===== src/rtl/sram_controller.sv =====
// Multi-cycle controller between the MEM pipeline stage and a 64x32 data SRAM.
// Each request is latched in IDLE, held for WAIT_CYCLES ACCESS cycles, then acknowledged in DONE.
module sram_controller #(
  parameter int unsigned WAIT_CYCLES = 4,
  parameter logic [31:0] BASE_ADDR   = 32'd1024
) (
  input  logic        clk,
  input  logic        rst,
  input  logic        rd_en,
  input  logic        wr_en,
  input  logic [31:0] address,
  input  logic [31:0] write_data,
  output logic [31:0] read_data,
  output logic        ready,
  output logic        mem_read,
  output logic        mem_write,
  output logic [5:0]  mem_address,
  output logic [31:0] mem_data,
  input  logic [31:0] mem_result
);

  typedef enum logic [1:0] {
    IDLE   = 2'd0,
    ACCESS = 2'd1,
    DONE   = 2'd2
  } state_t;

  localparam logic [3:0] LAST_COUNT = 4'(WAIT_CYCLES - 1);

  state_t      state;
  state_t      state_next;
  logic [3:0]  count;
  logic        op_write;
  logic        request;
  logic        start;
  logic        last;
  logic [5:0]  word_address;

  assign request = rd_en | wr_en;
  assign start   = (state == IDLE) && request;
  assign last    = (state == ACCESS) && (count == LAST_COUNT);

  // Modulo-2^32 offset from the data segment base; byte bits dropped, upper bits wrap.
  assign word_address = 6'((address - BASE_ADDR) >> 2);

  // NOTE: sequential state uses non-blocking assignments so every register
  // samples the pre-edge values of the others, independent of statement order.
  always_ff @(posedge clk) begin
    if (rst) begin
      state <= IDLE;
    end else begin
      state <= state_next;
    end
  end

  // NOTE: next-state and outputs get defaults first so no path leaves a
  // variable unassigned, which would otherwise infer a latch.
  always_comb begin
    state_next = state;
    ready      = 1'b0;
    mem_read   = 1'b0;
    mem_write  = 1'b0;
    unique case (state)
      IDLE: begin
        ready = ~request;
        if (request) state_next = ACCESS;
      end
      ACCESS: begin
        mem_read  = ~op_write;
        mem_write = op_write & last;
        if (last) state_next = DONE;
      end
      DONE: begin
        ready      = 1'b1;
        state_next = IDLE;
      end
      default: state_next = IDLE;
    endcase
  end

  always_ff @(posedge clk) begin
    if (rst) begin
      count <= 4'd0;
    end else if (start) begin
      count <= 4'd0;
    end else if (state == ACCESS) begin
      count <= count + 4'd1;
    end
  end

  // A simultaneous read+write request is treated as a write only.
  always_ff @(posedge clk) begin
    if (rst) begin
      op_write    <= 1'b0;
      mem_address <= 6'd0;
      mem_data    <= 32'd0;
    end else if (start) begin
      op_write    <= wr_en;
      mem_address <= word_address;
      mem_data    <= write_data;
    end
  end

  always_ff @(posedge clk) begin
    if (rst) begin
      read_data <= 32'd0;
    end else if (last && !op_write) begin
      read_data <= mem_result;
    end
  end

endmodule


===== config.mk =====
export PLATFORM = sky130hd
export DESIGN_NAME = sram_controller
export DESIGN_NICKNAME = d
export VERILOG_FILES = /design/src/rtl/sram_controller.sv
export SDC_FILE = /design/constraint.sdc
export NUM_CORES = 1
export LEC_CHECK = 0
export ABC_AREA = 1
export CAP_MARGIN = 30
export CORE_ASPECT_RATIO = 0.9
export CORE_MARGIN = 3
export CORE_UTILIZATION = 38
export DETAILED_ROUTE_END_ITERATION = 12
export PLACE_DENSITY = 0.8
export SLEW_MARGIN = 20
export SYNTH_ARGS = -nofsm -noshare
export SYNTH_HDL_FRONTEND = slang
export SYNTH_SLANG_ARGS = --single-unit
export TNS_END_PERCENT = 50

===== constraint.sdc =====
create_clock -name clk -period 1.55 [get_ports clk]
set_input_delay 0.2325 -clock clk [delete_from_list [all_inputs] [get_ports clk]]
set_output_delay 0.2325 -clock clk [all_outputs]
set_load 0.01 [all_outputs]

* After elaboration in Yosys (flattened, before gate mapping)
Index checks and enable logic that the tools add are counted.
** Storage, ports and cells
- Logic and storage cells :: 30
- Bits in registers :: 77
** Cells by class
- Bitwise logic cells :: 4
- Eq/ne operators :: 5
- Reductions and logical operators :: 7
- $add $sub $neg :: 2
- Mux-type cells :: 6
** Operator list (number)
- 8-bit by 1-bit subtractor with 8-bit output, second input constant :: 1
- 4-bit by 1-bit adder with 4-bit output, second input constant :: 1
- 4-bit by 2-bit equality test with 1-bit output, second input constant :: 1
- 2-bit two-way mux :: 2
- 2-bit != test, second input constant :: 2
- 2-bit case mux with 2 select lines :: 1
- 1-bit logical AND :: 3
- 2-bit by 1-bit equality test with 1-bit output, second input constant :: 1
- 2-bit equality test, second input constant :: 1
- 2-bit zero test :: 1
- 1-bit two-way mux :: 2
- 1-bit inverter :: 2
- 1-bit case mux with 2 select lines :: 1
- 2-bit AND reduction :: 1
- 2-bit OR reduction :: 1
- 1-bit bitwise AND :: 1
- 1-bit zero test :: 1
- 1-bit bitwise OR :: 1

* Logic depth before layout (Yosys ltp)
- Depth in word-level cells :: 4
- Gate-level depth with buffers :: 8
- Gate-level depth less buffers :: 7

* Worst setup path after synthesis
OpenSTA, ideal clock, no wires.
- Path type :: reg2out
- From :: reg count[0]
- To :: out mem_write
- Arrival :: 1.151 ns
- Slack :: 0.167 ns
- Cell stages (with the launch flop) :: 7
- Path buffers :: 1
- Path through :: dfxtp_1 -> ha_1 -> nand2_1 -> inv_1 -> buf_2 -> nand2_1 -> nor2_1
** On the way
- Cells in the longest elaborated chain, start to end :: 4
** Ends and longest elaborated chain
- from (decl) :: RTL line 32 : logic [3:0] count;
- from (signal assigned) :: RTL line 87 : count <= count + 4'd1;
- 4-bit by 2-bit equality test with 1-bit output :: RTL line 41 : assign last = (state == ACCESS) && (count == LAST_COUNT);
- 1-bit logical AND :: RTL line 41
- 1-bit bitwise AND :: RTL line 70 : mem_write = op_write & last;
- 1-bit two-way mux :: RTL line 63 : unique case (state)
- to (decl) :: RTL line 16 : output logic mem_write,
No other way between the ends.

* Worst setup path in the final report
Same ends and word-level chain as after synthesis.

==> flow_summary_export.csv <==
group,metric,value,unit
outcome,outcome,"complete, no violations",
setup_path,crit_path_end_kind,"output pin",
setup_path,worst_ep_arrival_time,1250,ps
route,vias,3134,
setup_path,crit_required,1320,ps
cells_and_area,syn2layout_area_growth,60.18,%
synthesis,ys_async_sr_fraction,0,
synthesis,synth_top_area_share,0.5089,
setup_path,cp_slowest_cell,"dfxtp_2",
timing,finalCriticalPeriod,1481,ps
route,wl_per_cell,12.65,microns
cells_and_area,multi_input_area,1199,sq um
route,viasPerCell,4.657,
global_route,grt_pass1_vias,2962,
synthesis,synth_ff_type,"dfxtp_1",
cells_and_area,final_area,4852,sq um
route,wl,8.513,mm
die,initial_core_util,0.3956,
die,design.die.area,9080,sq um
synthesis,synthTopCellsByArea,"dfxtp_1 (51%), nor2_1 (19%), o21ai_0 (6.6%)",
clocking,cts_buffer_depth,2,
die,die_height,90.70,microns
cells_and_area,drive_above_1_share,0.08146,
die,coreArea,7657,sq um
cells_and_area,n_fill_cell,669,
pwr,p_total,4.422,mW
timing,finalSetupViolations,0,
die,num_io_pins,173,
hold_path,holdCritPathClass,"reg2reg",
die,rows,30,
global_route,track_usage,0.1814,
die,fp.dieW,100.1,microns
placed_design,io_buffer_count,146,
timing,maxSlewViolCount,0,
setup_path,r2r_slack,150,ps
setup_path,cp_max_fo,2,
synthesis,synth_edf_count,0,
synthesis,synth_commonest_cells,"nor2_1 (150), dfxtp_1 (77), nand2_1 (43)",
clocking,clock_sinks,77,
clocking,clk_latency,340,ps
setup_path,path_buf_inv,2,
clocking,cts_root_buf,"clkbuf_8",
cells_and_area,antenna_cells,0,
pwr,vdd_drop_max,0.5783,mV
pwr,p_leak,2.079,nW
timing,holdWs,486.2,ps
cells_and_area,final_nets,673,
synthesis,ys_types,18,
clocking,h-tree-depth,3,
synthesis,synth_cells,423,
synthesis,synth_area,3029,sq um
setup_path,slowest_delay,370,ps
route,drc,0,
synthesis,synth.most_common_cell,"nor2_1",
cells_and_area,register_area,1545,sq um
placed_design,dpl-instance-area,4632,sq um
flow_run,drv_cap,0,
setup_path,cpLargestDelayFamily,"flip-flops",
route,drt_iter0_drc,89,
synthesis,yosysWarnings,0,
pwr,powerDensity,911.4,nW/um^2
synthesis,synth.avg_cell_area,7.161,sq um
route,drt-pass1-iter-count,4,
global_route,grt_antenna_before_repair,0,
timing,hold_violations,0,
setup_path,critPathLaunchType,"register",
timing,max_slew_margin,0.7804,
timing,tightestPinTransition,329.4,ps
placed_design,hpwl,6.138,mm
route,ant_nets,0,
synthesis,ys_ff_latch,77,
timing,clock-skew-final,11.84,ps
global_route,grt_pass1_wl,13.42,mm
global_route,grt_max_degree,37,
timing,fmax,675.1,MHz
timing,period_share,0.9556,
placed_design,gp_congestion,0.7671,
synthesis,synth_nets,524,
setup_path,crit_type,"reg2out",
global_route,gr-total-overflow,0,
clocking,cts_tree,"built",
setup_path,cp_cell_sequence,"ha_4 -> nand2_2 -> inv_1 -> nand2_1 -> nor2_1 -> buf_2",
clocking,clk_pin_slew,80,ps
synthesis,ys_seq_area_frac,0.5089,
clocking,numCtsBuffers,9,
synthesis,synth_area_leader_cell,"dfxtp_1",
## timing repair
| action | in CTS | in global routing |
|---|---|---|
| hold buffers | 0 | 0 |
| gates resized for setup | 9 | 8 |
| setup buffers | 0 | 1 |
| endpoints found under the setup margin | 3 | 5 |
| endpoints found under the hold margin | 0 | 0 |
## worst paths after layout
kind / from / cells after the start / to
max: count[0]$_SDFFE_PP0N_ / 6 / mem_write
min reg2reg: read_data[25]$_SDFFE_PP0P_ / 2 / read_data[25]$_SDFFE_PP0P_
min: read_data[25]$_SDFFE_PP0P_ / 2 / read_data[25]$_SDFFE_PP0P_
max reg2reg: count[0]$_SDFFE_PP0N_ / 8 / read_data[21]$_SDFFE_PP0P_
## sequential cells by signal, indices dropped and copies added, names as in the netlist
name	flops
mem_data	32
read_data	32
mem_address	6
count	4
state	2
op_write	1
## worst reg2reg max path, stage by stage (launching register included)
cell	delay, ps
dfxtp_2	370
ha_4	150
nand2_2	60
inv_1	70
buf_4	100
buf_4	300
nand3_1	140
nand2_1	90
nor2_1	40
## stage by stage
step / setup slack (ps) / TNS (ps) / cells / util
2_1_floorplan: 166.6 / 0 / 423 / -
3_3_place_gp: -207.7 / -207.7 / 656 / 0.6049
3_5_place_dp: -251.7 / -297.9 / 656 / 0.6049
4_1_cts: 16.42 / 0 / 672 / 0.6296
5_1_grt: -3.383 / -3.383 / 673 / 0.6337
6_report: 68.76 / 0 / 673 / 0.6337
## where the power goes
part	switching (mW)	internal [mW]	total, mW	leakage (nW)
logic	0.357	0.452	0.809	1.35
clock network	0.730	0.742	1.47	0.0923
registers	0.0593	2.08	2.14	0.632
## layer usage
layer,global-route usage,routed length (microns),vias to the layer above
met5,0,0,-
met4,0.06622,160,0
met3,0.08340,963,12
met2,0.3028,3992,124
met1,0.2015,3397,1405
li1,-,-,1593
## cells by family (layout without fill, tap and decap cells)
logic type | Yosys count | after routing | synth area share
DFF | 77 | 77 | 0.5089
AOI/OAI and AO/OA | 43 | 43 | 0.07104
adders and majority gates | 1 | 1 | 0.004130
and+or+nand+nor | 234 | 234 | 0.3147
buffers and inverters | 68 | 222 | 0.1012
## cells in the final DEF (no fill, tap or decap), drive strengths merged
master | synthesis | layout
nor2 | 153 | 153
bufinv | 0 | 1
nand3 | 33 | 33
dlymetal6s2s | 0 | 2
clkinvlp | 0 | 2
nor3b | 1 | 1
clkinv | 1 | 3
nor3 | 2 | 2
clkdlybuf4s50 | 0 | 141
a21oi | 3 | 3
clkbuf | 11 | 10
dfxtp | 77 | 77
ha | 1 | 1
clkdlybuf4s15 | 0 | 2
inv | 43 | 44
o21ai | 40 | 40
buf | 13 | 17
nand2 | 45 | 45
## final cells by class
class | count | area share
Timing Repair Buffer | 162 | 0.3363
Sequential cell | 77 | 0.3185
Multi-Input combinational cell | 278 | 0.2470
Inverter | 44 | 0.03404
Clock buffer | 10 | 0.02630
Tap cell | 96 | 0.02476
Clock inverter | 6 | 0.01315
(Power assumes the default switching activity.)
